===== src/rtl/ikaopll_pg_multislot.sv =====
// Time-multiplexed OPLL phase generator: one operator slot per enabled cycle,
// two-stage delta/accumulate pipeline over a register-array phase store.
module ikaopll_pg_multislot #(
    parameter int N_SLOTS  = 18,
    parameter int FNUM_W   = 9,
    parameter int PHASE_W  = 19,
    parameter int OUT_W    = 10,
    parameter int MUL_MODE = 0
) (
    input  logic                       i_EMUCLK,
    input  logic                       i_IC,
    input  logic                       i_CEN_n,
    input  logic                       i_SLOT_SYNC,
    input  logic [FNUM_W-1:0]          i_FNUM,
    input  logic [2:0]                 i_BLOCK,
    input  logic [3:0]                 i_MUL,
    input  logic                       i_PM,
    input  logic [2:0]                 i_PMVAL,
    input  logic                       i_PHASE_RST,
    input  logic                       i_HOLD,
    output logic [OUT_W-1:0]           o_OP_PHASE,
    output logic [$clog2(N_SLOTS)-1:0] o_SLOT,
    output logic                       o_VALID
);

    localparam int SLOT_W = $clog2(N_SLOTS);
    localparam int SH_W   = FNUM_W + 7;
    localparam int PROD_W = SH_W + 5;
    localparam logic [SLOT_W-1:0] LAST_SLOT = SLOT_W'(N_SLOTS - 1);

    function automatic logic [4:0] mul_tbl(input logic [3:0] m);
        logic [4:0] f;
        case (m)
            4'd0:    f = 5'd1;
            4'd1:    f = 5'd2;
            4'd2:    f = 5'd4;
            4'd3:    f = 5'd6;
            4'd4:    f = 5'd8;
            4'd5:    f = 5'd10;
            4'd6:    f = 5'd12;
            4'd7:    f = 5'd14;
            4'd8:    f = 5'd16;
            4'd9:    f = 5'd18;
            4'd10:   f = 5'd20;
            4'd11:   f = 5'd20;
            4'd12:   f = 5'd24;
            4'd13:   f = 5'd24;
            default: f = 5'd30;
        endcase
        return f;
    endfunction

    logic                en;
    logic [SLOT_W-1:0]   cnt_q, cnt_d, cur_slot;

    logic [1:0]          pm_amt;
    logic                pm_neg;
    logic [FNUM_W:0]     fnum2, pm_off, base;
    logic [SH_W:0]       base_sh;
    logic [SH_W-1:0]     shifted;
    logic [4:0]          mul_fac;
    logic [PROD_W-1:0]   prod;
    logic [PHASE_W-1:0]  delta_d;

    logic                s1_vld_q;
    logic [SLOT_W-1:0]   s1_slot_q;
    logic [PHASE_W-1:0]  s1_delta_q;
    logic [PHASE_W-1:0]  s1_phase_q;
    logic                s1_rst_q;

    logic [PHASE_W-1:0]  new_phase;
    logic [OUT_W-1:0]    out_phase_d;

    logic [PHASE_W-1:0]  phase_q [N_SLOTS];
    logic [OUT_W-1:0]    out_phase_q;
    logic [SLOT_W-1:0]   out_slot_q;
    logic                out_vld_q;

    assign en = ~i_CEN_n;

    always_comb begin
        cur_slot = i_SLOT_SYNC ? '0 : cnt_q;
        cnt_d    = (cur_slot == LAST_SLOT) ? '0 : cur_slot + SLOT_W'(1);
    end

    always_comb begin
        pm_amt = i_PMVAL[1:0] & {2{i_PM}};
        pm_neg = i_PMVAL[2] & i_PM;
        fnum2  = {i_FNUM, 1'b0};
        case (pm_amt)
            2'd0:    pm_off = '0;
            2'd2:    pm_off = {1'b0, i_FNUM} >> (FNUM_W - 3);
            default: pm_off = {1'b0, i_FNUM} >> (FNUM_W - 2);
        endcase
        // negative offsets clamp at zero; positive ones wrap within FNUM_W+1 bits
        if (pm_neg) begin
            base = (pm_off > fnum2) ? '0 : fnum2 - pm_off;
        end else begin
            base = fnum2 + pm_off;
        end
        base_sh = {7'd0, base} << i_BLOCK;
        shifted = SH_W'(base_sh >> 1);
        mul_fac = (MUL_MODE == 1) ? mul_tbl(i_MUL) : {1'b0, i_MUL};
        prod    = {5'd0, shifted} * {{(PROD_W - 5){1'b0}}, mul_fac};
        if (MUL_MODE == 1) begin
            prod = prod >> 1;
        end
        delta_d = i_HOLD ? '0 : PHASE_W'(prod);
    end

    always_comb begin
        new_phase   = s1_rst_q ? '0 : s1_phase_q + s1_delta_q;
        out_phase_d = OUT_W'(new_phase >> (PHASE_W - OUT_W));
    end

    always_ff @(posedge i_EMUCLK) begin
        if (i_IC) begin
            cnt_q       <= '0;
            s1_vld_q    <= 1'b0;
            s1_slot_q   <= '0;
            s1_delta_q  <= '0;
            s1_phase_q  <= '0;
            s1_rst_q    <= 1'b0;
            out_phase_q <= '0;
            out_slot_q  <= '0;
            out_vld_q   <= 1'b0;
            for (int unsigned i = 0; i < N_SLOTS; i++) begin
                phase_q[i] <= '0;
            end
        end else if (en) begin
            cnt_q      <= cnt_d;
            s1_vld_q   <= 1'b1;
            s1_slot_q  <= cur_slot;
            s1_delta_q <= delta_d;
            s1_phase_q <= phase_q[cur_slot];
            s1_rst_q   <= i_PHASE_RST;
            // slot spacing of at least 3 keeps this write clear of the next read of the same slot
            if (s1_vld_q) begin
                phase_q[s1_slot_q] <= new_phase;
                out_phase_q        <= out_phase_d;
                out_slot_q         <= s1_slot_q;
                out_vld_q          <= 1'b1;
            end
        end
    end

    assign o_OP_PHASE = out_phase_q;
    assign o_SLOT     = out_slot_q;
    assign o_VALID    = out_vld_q;

endmodule


===== config.mk =====
export PLATFORM = sky130hd
export DESIGN_NAME = ikaopll_pg_multislot
export DESIGN_NICKNAME = d
export VERILOG_FILES = /design/src/rtl/ikaopll_pg_multislot.sv
export SDC_FILE = /design/constraint.sdc
export NUM_CORES = 1
export LEC_CHECK = 0
export ABC_CLOCK_PERIOD_IN_PS = 10500
export CAP_MARGIN = 0
export CORE_ASPECT_RATIO = 0.75
export CORE_UTILIZATION = 37
export CTS_BUF_LIST = sky130_fd_sc_hd__clkbuf_4 sky130_fd_sc_hd__clkbuf_8
export DETAILED_ROUTE_END_ITERATION = 7
export DONT_BUFFER_PORTS = 1
export GPL_ROUTABILITY_DRIVEN = 0
export PLACE_DENSITY_LB_ADDON = 0.05
export SYNTH_ARGS = -nofsm -noshare
export SYNTH_HDL_FRONTEND = slang
export SYNTH_SLANG_ARGS = --single-unit

===== constraint.sdc =====
create_clock -name i_EMUCLK -period 10.5 [get_ports i_EMUCLK]
set_input_delay 3.15 -clock i_EMUCLK [delete_from_list [all_inputs] [get_ports i_EMUCLK]]
set_output_delay 3.15 -clock i_EMUCLK [all_outputs]
set_load 0.02 [all_outputs]

==> metrics.md <==
| Metric | Value |
|---|---|
| Status | completed |
| Top-count cell post-synth | edfxtp_1 |
| Worst Max-Slew Pin Slew | between 1 and 1.5 ns |
| Final Hold Viols | 0 |
| Clock power share | ~40% |
| Die Span Y | between 200 and 300 um |
| Number of global-route vias before repair | 21930 |
| Cell taking the most area after synthesis | edfxtp_1 |
| Yosys Warn Count | 0 |
| Peak supply drop | ~97 uV |
| PD cells | roughly 160 nW/um2 |
| Mapped cell area | 32260 um2 |
| IO Pins | 42 |
| Placeable Area | around 86000 um2 |
| Share of layout cells above drive strength 1 | 15.52% |
| Prevailing post-synth register cell | edfxtp_1 |
| Core Util, Final | slightly above 40% |
| Critical path class | input port to register |
| Arrival @ worst endpoint | 9.22 ns |
| CTS root buf | clkbuf_8 |
| Syn avg cell area | about 11 um2 |
| Req. time, crit path | ~11 ns |
| Minimum clock period | roughly 8.6 ns |
| Synthesis-to-finish area growth | 10.82% |
| WL/cell | around 26 um |
| Post-CTS setup buffers | 0 |
| Post-route ant nets | 0 |
| Skew final | between 0.02 and 0.025 ns |
| Sw Pwr | between 1 and 1.5 mW |
| Switching part of the total | 25.03% |
| CTS tree | done |
| Initial DRC count | between 2000 and 2500 |
| Net Count, Synth | roughly 3000 |
| Max Buffers Root-to-Sink | 3 |
| Resized Gates After CTS | 0 |
| P_leak | approximately 12 nW |
| Comb pwr share | around 9% |
| RSZ-0062 raised after global routing | no |
| CTS H-Tree Depth | 3 |
| Endpoints failing setup | 0 |
| Cell variety after synth | 77 |
| Via count | around 23000 |
| Die area | 88390 um2 |
| Vias/cell | ~5.6 |
| Post-synth EDFFs | between 600 and 700 |
| Pin count of the biggest net entering global routing | between 100 and 150 |
| CTS buffer count | around 110 |
| Initial antenna violation count | 5 |
| Port bufs | 0 |
| Final worst path period share | about four fifths |
| Skew-Pair Late Insertion Delay | ~0.75 ns |
| #FFs+latches synth | a little under 700 |
| Hold_buf cts | 0 |
| Routed Wire Length | roughly 110 mm |
| TritonCTS Sinks | 674 |
| Sequential share of power | between 50% and 60% |
| Detailed Routing Iterations Pass 1 | 6 |
| HPWL after detailed placement | 62.77 mm |
| Number of cells produced by synthesis | between 2000 and 3000 |
| Final TNS setup | 0 ns |
| Final worst slack | ~1.9 ns |
| Max Fclk | roughly 0.12 GHz |
| Nets | between 2000 and 3000 |
| Initial Utilization | between 30% and 40% |
| Critical Path Fanout Max | 7 |
| Gr ovfl total | 0 |
| Startpoint types | input port |
| # rows | 93 |
| Area contributors post-synth | edfxtp_1, nor2_1, mux2_2 |
| Total track usage | around 24% |
| First-pass GRT wire length | ~150 mm |
| Hold crit path type | register to register |
| Max-Cap Viols | 0 |
| Power Internal | 4.420 mW |
| Final Max Slew Viols | 0 |
| Die width | about 340 um |
| Most frequent cells after synthesis | edfxtp_1, nor2_1, nand2_1, clkbuf_1, a21oi_1 |
| Max_slew headroom | between 10% and 20% |
| Reg clk slew, reported paths | approximately 0.06 ns |
| Total power | between 5 and 6 mW |
| Critical Path End Type | register |
| Top cell type's share of synthesized area | about 57% |
| DRC | 0 |
| Sequential area share after synthesis | about three fifths |
| Post-Place Setup Slack | between 1 and 1.5 ns |
| Post-synth ARST share | 0% |
## stage by stage
stage               area (um2)  cells  hold slack (ns)
floorplan                32260   2859           0.4446
global placement         33490   3855           0.4539
detailed placement       33490   3855           0.4635
CTS                      35750   4065           0.4752
global route             35750   4066           0.4908
finish                   35760   4067           0.4715
## worst paths after layout
path / start / slack (ns) / depth (start not counted) / to
worst max-delay path: i_PMVAL[0] / 1.91 / 25 / s1_delta_q[18]
worst min-delay path: cnt_q[4] / 0.47 / 2 / cnt_q[4]
worst max register to register: s1_vld_q / 6.21 / 6 / phase_q[10][4]
worst min register to register: cnt_q[4] / 0.47 / 2 / cnt_q[4]
## cells by family after synthesis
kind of cell / share of synthesized area (%)
multiplexers: 6.504
adder cells (fa/ha/maj): 3.707
XOR/XNOR: 0.7873
AO/OA/AOI/OAI: 10.98
buffers and inverters: 3.645
flip-flops: 60.68
AND/OR/NAND/NOR: 13.70
## critical path, stage by stage
cell	delay [ns]
nand3b_1	0.16
nand2_1	0.08
nand2_1	0.14
fa_1	0.49
a21oi_2	0.33
a31oi_1	0.20
and4_1	0.27
a211oi_1	0.31
o21ai_0	0.21
a31oi_1	0.23
o21ai_0	0.16
and2_1	0.21
fa_1	0.53
inv_1	0.05
fa_1	0.48
inv_1	0.05
ha_1	0.33
a211oi_1	0.31
o21ai_0	0.26
a311oi_1	0.43
o21ai_0	0.14
a21oi_1	0.22
o21ai_0	0.14
xnor2_1	0.14
a22o_1	0.18
## power groups by stage
stage / combinational, mW / sequential (mW) / clock [mW]
2_1_floorplan: 0.378 / 3.04 / 0
3_3_place_gp: 0.514 / 3.05 / 0
3_5_place_dp: 0.518 / 3.06 / 0
4_1_cts: 0.520 / 3.00 / 2.42
5_1_grt: 0.572 / 3.01 / 2.53
6_report: 0.522 / 3.00 / 2.37
## final cells by class
type | count | area [um2]
multi-input combinational | 1882 | 11600
clock buffer | 174 | 2051
tap | 1140 | 1426
sequential | 674 | 19590
antenna | 2 | 5.005
inverter | 93 | 350.3
fill | 8301 | 50350
timing repair buffer | 66 | 520.5
clock inverter | 36 | 207.7
## flip-flops by register name, summed over array words and instances, names as in the netlist
name / flops
s1_slot_q: 5
s1_vld_q: 1
o_SLOT: 5
o_VALID: 1
s1_rst_q: 1
s1_phase_q: 19
s1_delta_q: 19
o_OP_PHASE: 10
phase_q: 608
cnt_q: 5
## layout by cell type (no fill, tap or decap), drive strengths merged, types with 53 or more instances in the layout
master  count
o21ai     116
nand2     369
mux2i      53
nor2      508
edfxtp    608
a221oi     73
dfxtp      66
clkbuf    174
inv        95
buf        66
mux2      135
a21oi     151
## per-layer routing
layer,vias up,track usage [%],share of wire [%]
met2,863,35.29,43
li1,10210,-,-
met5,-,0,0.018
met3,163,4.351,7.5
met1,11480,36.23,47
met4,2,7.037,2.6
Note: power is estimated with default switching activity, not from simulation.
